$ cat config.mk
export PLATFORM = sky130hd
export DESIGN_NAME = mux_arbiter4
export DESIGN_NICKNAME = d
export VERILOG_FILES = /design/src/rtl/mux_arbiter4.sv
export SDC_FILE = /design/constraint.sdc
export NUM_CORES = 1
export LEC_CHECK = 0
export CORE_UTILIZATION = 33
export DETAILED_ROUTE_END_ITERATION = 8
export HOLD_SLACK_MARGIN = 0.12
export PLACE_DENSITY = 0.89
export SYNTH_ARGS = -nofsm -noshare
export SYNTH_HDL_FRONTEND = slang
export SYNTH_SLANG_ARGS = --single-unit
$ cat constraint.sdc
create_clock -name clk -period 5.87 [get_ports clk]
set_input_delay 1.761 -clock clk [delete_from_list [all_inputs] [get_ports clk]]
set_output_delay 1.761 -clock clk [all_outputs]
set_load 0.05 [all_outputs]
$ cat src/rtl/mux_arbiter4.sv
// Four-requester round-robin arbiter driving a shared valid/ready output bus.
// A grant is held until the data is accepted, the request drops, or WAIT_LIMIT expires.

module mux4to1 #(
  parameter int unsigned WIDTH = 32
) (
  input  logic [1:0]       sel_i,
  input  logic [WIDTH-1:0] d0_i,
  input  logic [WIDTH-1:0] d1_i,
  input  logic [WIDTH-1:0] d2_i,
  input  logic [WIDTH-1:0] d3_i,
  output logic [WIDTH-1:0] y_o
);

  always_comb begin
    y_o = d0_i;
    unique case (sel_i)
      2'd0:    y_o = d0_i;
      2'd1:    y_o = d1_i;
      2'd2:    y_o = d2_i;
      2'd3:    y_o = d3_i;
      default: y_o = d0_i;
    endcase
  end

endmodule

module mux_arbiter4 #(
  parameter int unsigned WIDTH      = 32,
  parameter int unsigned WAIT_LIMIT = 15
) (
  input  logic             clk,
  input  logic             reset,
  input  logic [3:0]       req,
  input  logic [WIDTH-1:0] in0,
  input  logic [WIDTH-1:0] in1,
  input  logic [WIDTH-1:0] in2,
  input  logic [WIDTH-1:0] in3,
  output logic [WIDTH-1:0] out,
  output logic             out_valid,
  input  logic             out_ready,
  output logic [1:0]       address,
  output logic [3:0]       ack,
  output logic             timeout
);

  typedef enum logic [0:0] {StIdle, StGrant} state_e;

  // Counter value seen in the last permitted waiting cycle of a grant.
  localparam logic [7:0] LimitM1 = 8'(WAIT_LIMIT - 1);

  state_e     state_q, state_d;
  logic [1:0] ptr_q, ptr_d;
  logic [1:0] address_q, address_d;
  logic [7:0] cnt_q, cnt_d;
  logic [3:0] ack_q, ack_d;
  logic       timeout_q, timeout_d;

  // First set request bit searching ptr, ptr+1, ... modulo 4.
  function automatic logic [1:0] pick(input logic [3:0] r, input logic [1:0] p);
    logic [1:0] idx;
    pick = p;
    for (int k = 3; k >= 0; k--) begin
      idx = p + 2'(k);
      if (r[idx]) pick = idx;
    end
  endfunction

  always_comb begin
    state_d   = state_q;
    ptr_d     = ptr_q;
    address_d = address_q;
    cnt_d     = cnt_q;
    ack_d     = 4'b0000;
    timeout_d = 1'b0;
    unique case (state_q)
      StIdle: begin
        if (|req) begin
          address_d = pick(req, ptr_q);
          cnt_d     = 8'd0;
          state_d   = StGrant;
        end
      end
      StGrant: begin
        if (!req[address_q]) begin
          // Abort beats out_ready and leaves the pointer alone.
          state_d = StIdle;
        end else if (out_ready) begin
          ack_d   = 4'b0001 << address_q;
          ptr_d   = address_q + 2'd1;
          state_d = StIdle;
        end else if (cnt_q == LimitM1) begin
          timeout_d = 1'b1;
          ptr_d     = address_q + 2'd1;
          state_d   = StIdle;
        end else begin
          cnt_d = cnt_q + 8'd1;
        end
      end
      default: state_d = StIdle;
    endcase
  end

  always_ff @(posedge clk) begin
    if (reset) begin
      state_q   <= StIdle;
      ptr_q     <= 2'd0;
      address_q <= 2'd0;
      cnt_q     <= 8'd0;
      ack_q     <= 4'b0000;
      timeout_q <= 1'b0;
    end else begin
      state_q   <= state_d;
      ptr_q     <= ptr_d;
      address_q <= address_d;
      cnt_q     <= cnt_d;
      ack_q     <= ack_d;
      timeout_q <= timeout_d;
    end
  end

  mux4to1 #(
    .WIDTH(WIDTH)
  ) u_mux (
    .sel_i(address_q),
    .d0_i (in0),
    .d1_i (in1),
    .d2_i (in2),
    .d3_i (in3),
    .y_o  (out)
  );

  assign out_valid = (state_q == StGrant);
  assign address   = address_q;
  assign ack       = ack_q;
  assign timeout   = timeout_q;

endmodule
# Yosys cells after proc, flatten, opt, wreduce, memory -nomap -nowiden
# Cells that the tools add are included.
[word_totals] elab_cells=64 out_inout_bits=40 register_bits=18
[classes] bitwise_logic=3 shifts=1 order_cmp=5 n_mux=28 n_reduce_logical=8 addsub=5 n_eq_ne=8
[ops] operator="32-bit case mux with 4 select lines" count=1
[ops] operator="8-bit 2-to-1 mux" count=4
[ops] operator="8-bit case mux with 2 select lines" count=1
[ops] operator="2-bit by 3-bit less-than comparator with 1-bit output, second input constant" count=5
[ops] operator="2-bit 2-to-1 mux" count=6
[ops] operator="4-bit OR reduction" count=3
[ops] operator="1-bit binary-select mux with 2-bit select" count=5
[ops] operator="1-bit 2-to-1 mux" count=10
[ops] operator="8-bit by 1-bit adder with 8-bit output, second input constant" count=1
[ops] operator="8-bit by 4-bit == test with 1-bit output, second input constant" count=1
[ops] operator="2-bit != test, second input constant" count=3
[ops] operator="2-bit by 1-bit adder with 2-bit output, second input constant" count=2
[ops] operator="2-bit adder, second input constant" count=2
[ops] operator="2-bit == test, second input constant" count=2
[ops] operator="4-bit AND reduction" count=1
[ops] operator="1-bit by 2-bit << shifter with 4-bit output, first input constant" count=1
[ops] operator="1-bit NOT" count=3
[ops] operator="3-bit AND reduction" count=1
[ops] operator="2-bit by 1-bit == test with 1-bit output, second input constant" count=1
[ops] operator="2-bit zero test" count=1
[ops] operator="2-bit by 1-bit != test with 1-bit output, second input constant" count=1
[ops] operator="1-bit case mux with 2 select lines" count=1
[ops] operator="2-bit AND reduction" count=1
[ops] operator="2-bit nonzero test" count=1

# Depth between registers and ports, before layout
[depth] ltp_word=7 depth_mapped=6 depth_no_buf=5

# Hierarchy
# A second synthesis with hierarchy kept.
[hier_totals] hier_cells=143 area_unflattened_um2=1731.7
[modules_own_cells] mod="mux_arbiter4" cells_per_inst=104 instances=1 area_per_inst_um2=917.1
[modules_own_cells] mod="mux4to1" cells_per_inst=39 instances=1 area_per_inst_um2=814.5

# Worst setup path before layout
# OpenSTA, ideal clock, no wires.
[synth_path] path_type="in2out" start="input port in2[10]" end="output port out[10]" path_slack_ns=1.475 cell_stages=2 t_arrival_ns=2.634 path_buffers=0 required_ns=4.109 path_cell_list="a222oi_1 > mux2i_1"
[synth_between] elab_chain_len=1
[synth_rtl] element="start: declaration" line_no="37" source="input logic [WIDTH-1:0] in2,"
[synth_rtl] element="32-bit case mux with 4 select lines" line_no="17" source="unique case (sel_i)"
[synth_rtl] element="end: declaration" line_no="39" source="output logic [WIDTH-1:0] out,"
# No other way between the ends.

# Worst setup path in the final report
[layout_path] start="input port in1[3]" end="output port out[3]"
[layout_between] elab_chain_len=1
[layout_rtl] element="start: declaration" line_no="36" source="input logic [WIDTH-1:0] in1,"
[layout_rtl] element="32-bit case mux with 4 select lines" line_no="17"
# No other way between the ends.

==> flow_summary_export.csv <==
group,metric,value,unit
outcome,status,"complete, no violations",
grt,grt_util_met2,43.1,%
layout,fin_nets,526,
worst_setup_path,crit_path_end_kind,"output pin",
placement,place_inst,450,
worst_setup_path,rrSetupSlack,4100,ps
grt,grtUsageMet3,6.75,%
detailed_routing,drtIter0Drc,202,
grt,grt_pass1_vias,2156,
layout,drive_gt1_share,3.65,%
synth,synth_cell_types,37,
synth,synthArstFlopShare,0,%
power_and_ir_drop,peakVddDrop,109,uV
worst_setup_path,r2r_end,"cnt_q[7]",
synth,avgSynthCellArea,8.26,sq um
placement,place_ws,636,ps
placement,dpl_cell_area,3590,sq um
clock_network,tritoncts,"yes",
hold_path,hold_path.class,"reg -> reg",
detailed_routing,via_per_inst,5.44,
timing,tightest_slew,1010,ps
placement,gp_congestion,0.817,
worst_setup_path,cp.required,4110,ps
worst_setup_path,cp-startpoint,"in1[3]",
layout,num_antenna_cells,0,
floorplan,die_area,5760,sq um
grt,overflow,0,
placement,hpwlAfterDp,6620,microns
clock_network,clock-sinks,18,
timing,finalMaxSlewViolations,0,
synth,ys_ff_latch,18,
clock_network,cts_setup_buffers,0,
layout,post-route-util,70.4,%
layout,fillers,417,
detailed_routing,drt_drc_violations_left,0,
timing,period_share,89.0,%
timing,min_period,5220,ps
synth,synth_top_area_cell,"mux2i_1",
clock_network,clk_latency,260,ps
detailed_routing,wl_per_cell,18.3,microns
synth,syn_nets,359,
clock_network,htreeDepth,1,
floorplan,die-height,75.9,microns
timing,grt_setup_unrepaired,"false",
synth,synth_enable_flop_cells,0,
grt,antenna_found_initial,0,
layout,final_cells,454,
grt,grt_busiest_layer,"met2",
timing,setup_tns,0,ps
synth,syn_area,1800,sq um
worst_setup_path,setup.worst_path.start_class,"input pin",
timing,holdWs,480,ps
timing,hold_viol,0,
timing,finalSetupViolations,0,
timing,timing.final.ws_setup,646,ps
synth,ys_seq_area_share,20.0,%
worst_setup_path,worstPathMaxFanout,1,
worst_setup_path,cp.arrival,3460,ps
clock_network,cts_hold_buf,0,
clock_network,clk_pin_slew,70,ps
power_and_ir_drop,power.leakage,1.51,nW
layout,area_growth_syn_to_layout,102,%
timing,relSlewSlack,32.4,%
layout,finalInstanceArea,3640,sq um
grt,grt_max_degree,33,
clock_network,clockBufferDepth,2,
floorplan,core,5170,sq um
worst_setup_path,crit_type,"in -> out",
grt,grt_util_all_layers,25.1,%
floorplan,initial_core_util,34.8,%
worst_setup_path,reg2regPathDepth,4,
clock_network,ctsRootBufferMaster,"clkbuf_8",
synth,syn_inst,218,
clock_network,cts-resized-gates,0,
job,drv_cap,0,
synth,ys_warn_count,0,
grt,met1_usage,31.1,%
detailed_routing,vias,2472,
grt,grt_pass1_wl,10800,microns
placement,port_buffers,174,
worst_setup_path,r2r_start,"address[0]",
detailed_routing,drt_wl_total,8290,microns
detailed_routing,final_antenna_net_count,0,
detailed_routing,drt_first_pass_iters,6,
timing,finClkSkew,4.11,ps
synth,synthFlopType,"dfxtp_1",
floorplan,dieWidth,75.9,microns
floorplan,pin_count,175,
synth,synth_top_area_share,20.6,%
power_and_ir_drop,power_density,172,nW/um^2
power_and_ir_drop,fin_total_pwr,627,uW
clock_network,cts_buffers,3,
worst_setup_path,endpoint,"out[3]",
timing,max_freq,0.191,GHz
floorplan,rows,26,
synth,synth.top_cells.by_area,"mux2i_1 (21%), dfxtp_1 (20%), a222oi_1 (18%)",
-- final cells by class --
type                       count  area (sq um)  share of cell area (%)
timing repair buffer         178          1770                    48.6
multi-input combinational    148          1230                    33.9
sequential                    18           360                    9.89
inverter                      36           135                    3.71
tap                           70          87.6                    2.40
clock buffer                   4          55.1                    1.51
-- cells in the mapped netlist, types with 3 or more instances --
cell type  number
nor2_1          4
buf_1           3
nand2b_1        9
nor4_1          6
nor2b_1         4
o21ai_0         3
nand2_1        12
dfxtp_1        18
ha_1            6
mux2i_1        37
clkbuf_1       11
o31ai_1         3
nand3_1         3
inv_1          36
a222oi_1       32
a21oi_1         3
-- registers in the layout, summed over array words and instances (netlist names) --
signal     cells
ack            4
address        2
cnt_q          8
out_valid      1
ptr_q          2
timeout        1
-- critical path: stages --
cell and delay [ps]:
clkdlybuf4s50_1 480, a222oi_1 80, mux2i_1 280, clkdlybuf4s50_1 850
-- logic make-up (layout without fill, tap and decap cells) --
logic type	after synthesis	count (layout)	synth area share (%)
compound gates	53	53	27.1
fa+ha+maj	6	6	4.17
flops	18	18	20.0
mux	38	38	21.2
buf+inv	52	218	11.7
simple gates	51	51	15.9
-- worst min-delay path by stage --
stage / from / to / cells past startpoint
6_report: cnt_q[2] / cnt_q[2] / 2
4_1_cts: cnt_q[2] / cnt_q[2] / 2
3_3_place_gp: cnt_q[7] / cnt_q[7] / 2
5_1_grt: cnt_q[7] / cnt_q[7] / 2
3_5_place_dp: cnt_q[2] / cnt_q[2] / 2
2_1_floorplan: cnt_q[7] / cnt_q[7] / 2
-- report_power, final --
| group | leakage, nW | switching (mW) | internal [mW] |
|---|---|---|---|
| Clock | 0.0288 | 0.0429 | 0.0597 |
| Combinational | 1.34 | 0.212 | 0.182 |
| Sequential | 0.146 | 0.00476 | 0.125 |
-- layer usage --
metal  part of all wire (%)  vias up  wire (microns)
met3                     12       10             994
met5                      0        -               0
met4                    1.1        0              88
met1                     38     1149            3160
li1                       -     1179               -
met2                     49      134            4050
-- placed cells by master (no fill, tap or decap), types with 2 or more instances in the layout --
| cell type | n |
|---|---|
| a222oi_1 | 32 |
| clkdlybuf4s50_1 | 174 |
| nor2_1 | 4 |
| ha_1 | 5 |
| clkbuf_8 | 4 |
| o21ai_0 | 3 |
| inv_1 | 36 |
| nor2b_1 | 4 |
| nor4_1 | 6 |
| nand2_1 | 12 |
| and2_1 | 2 |
| a21oi_1 | 3 |
| mux2i_1 | 37 |
| or4_1 | 2 |
| o41ai_1 | 2 |
| o311ai_1 | 2 |
| dfxtp_1 | 18 |
| buf_4 | 4 |
| nand3_1 | 3 |
| nor3b_1 | 2 |
| o31ai_1 | 3 |
| nand2b_1 | 9 |
| nor3_1 | 2 |
Power figures use the tool's default switching activity.
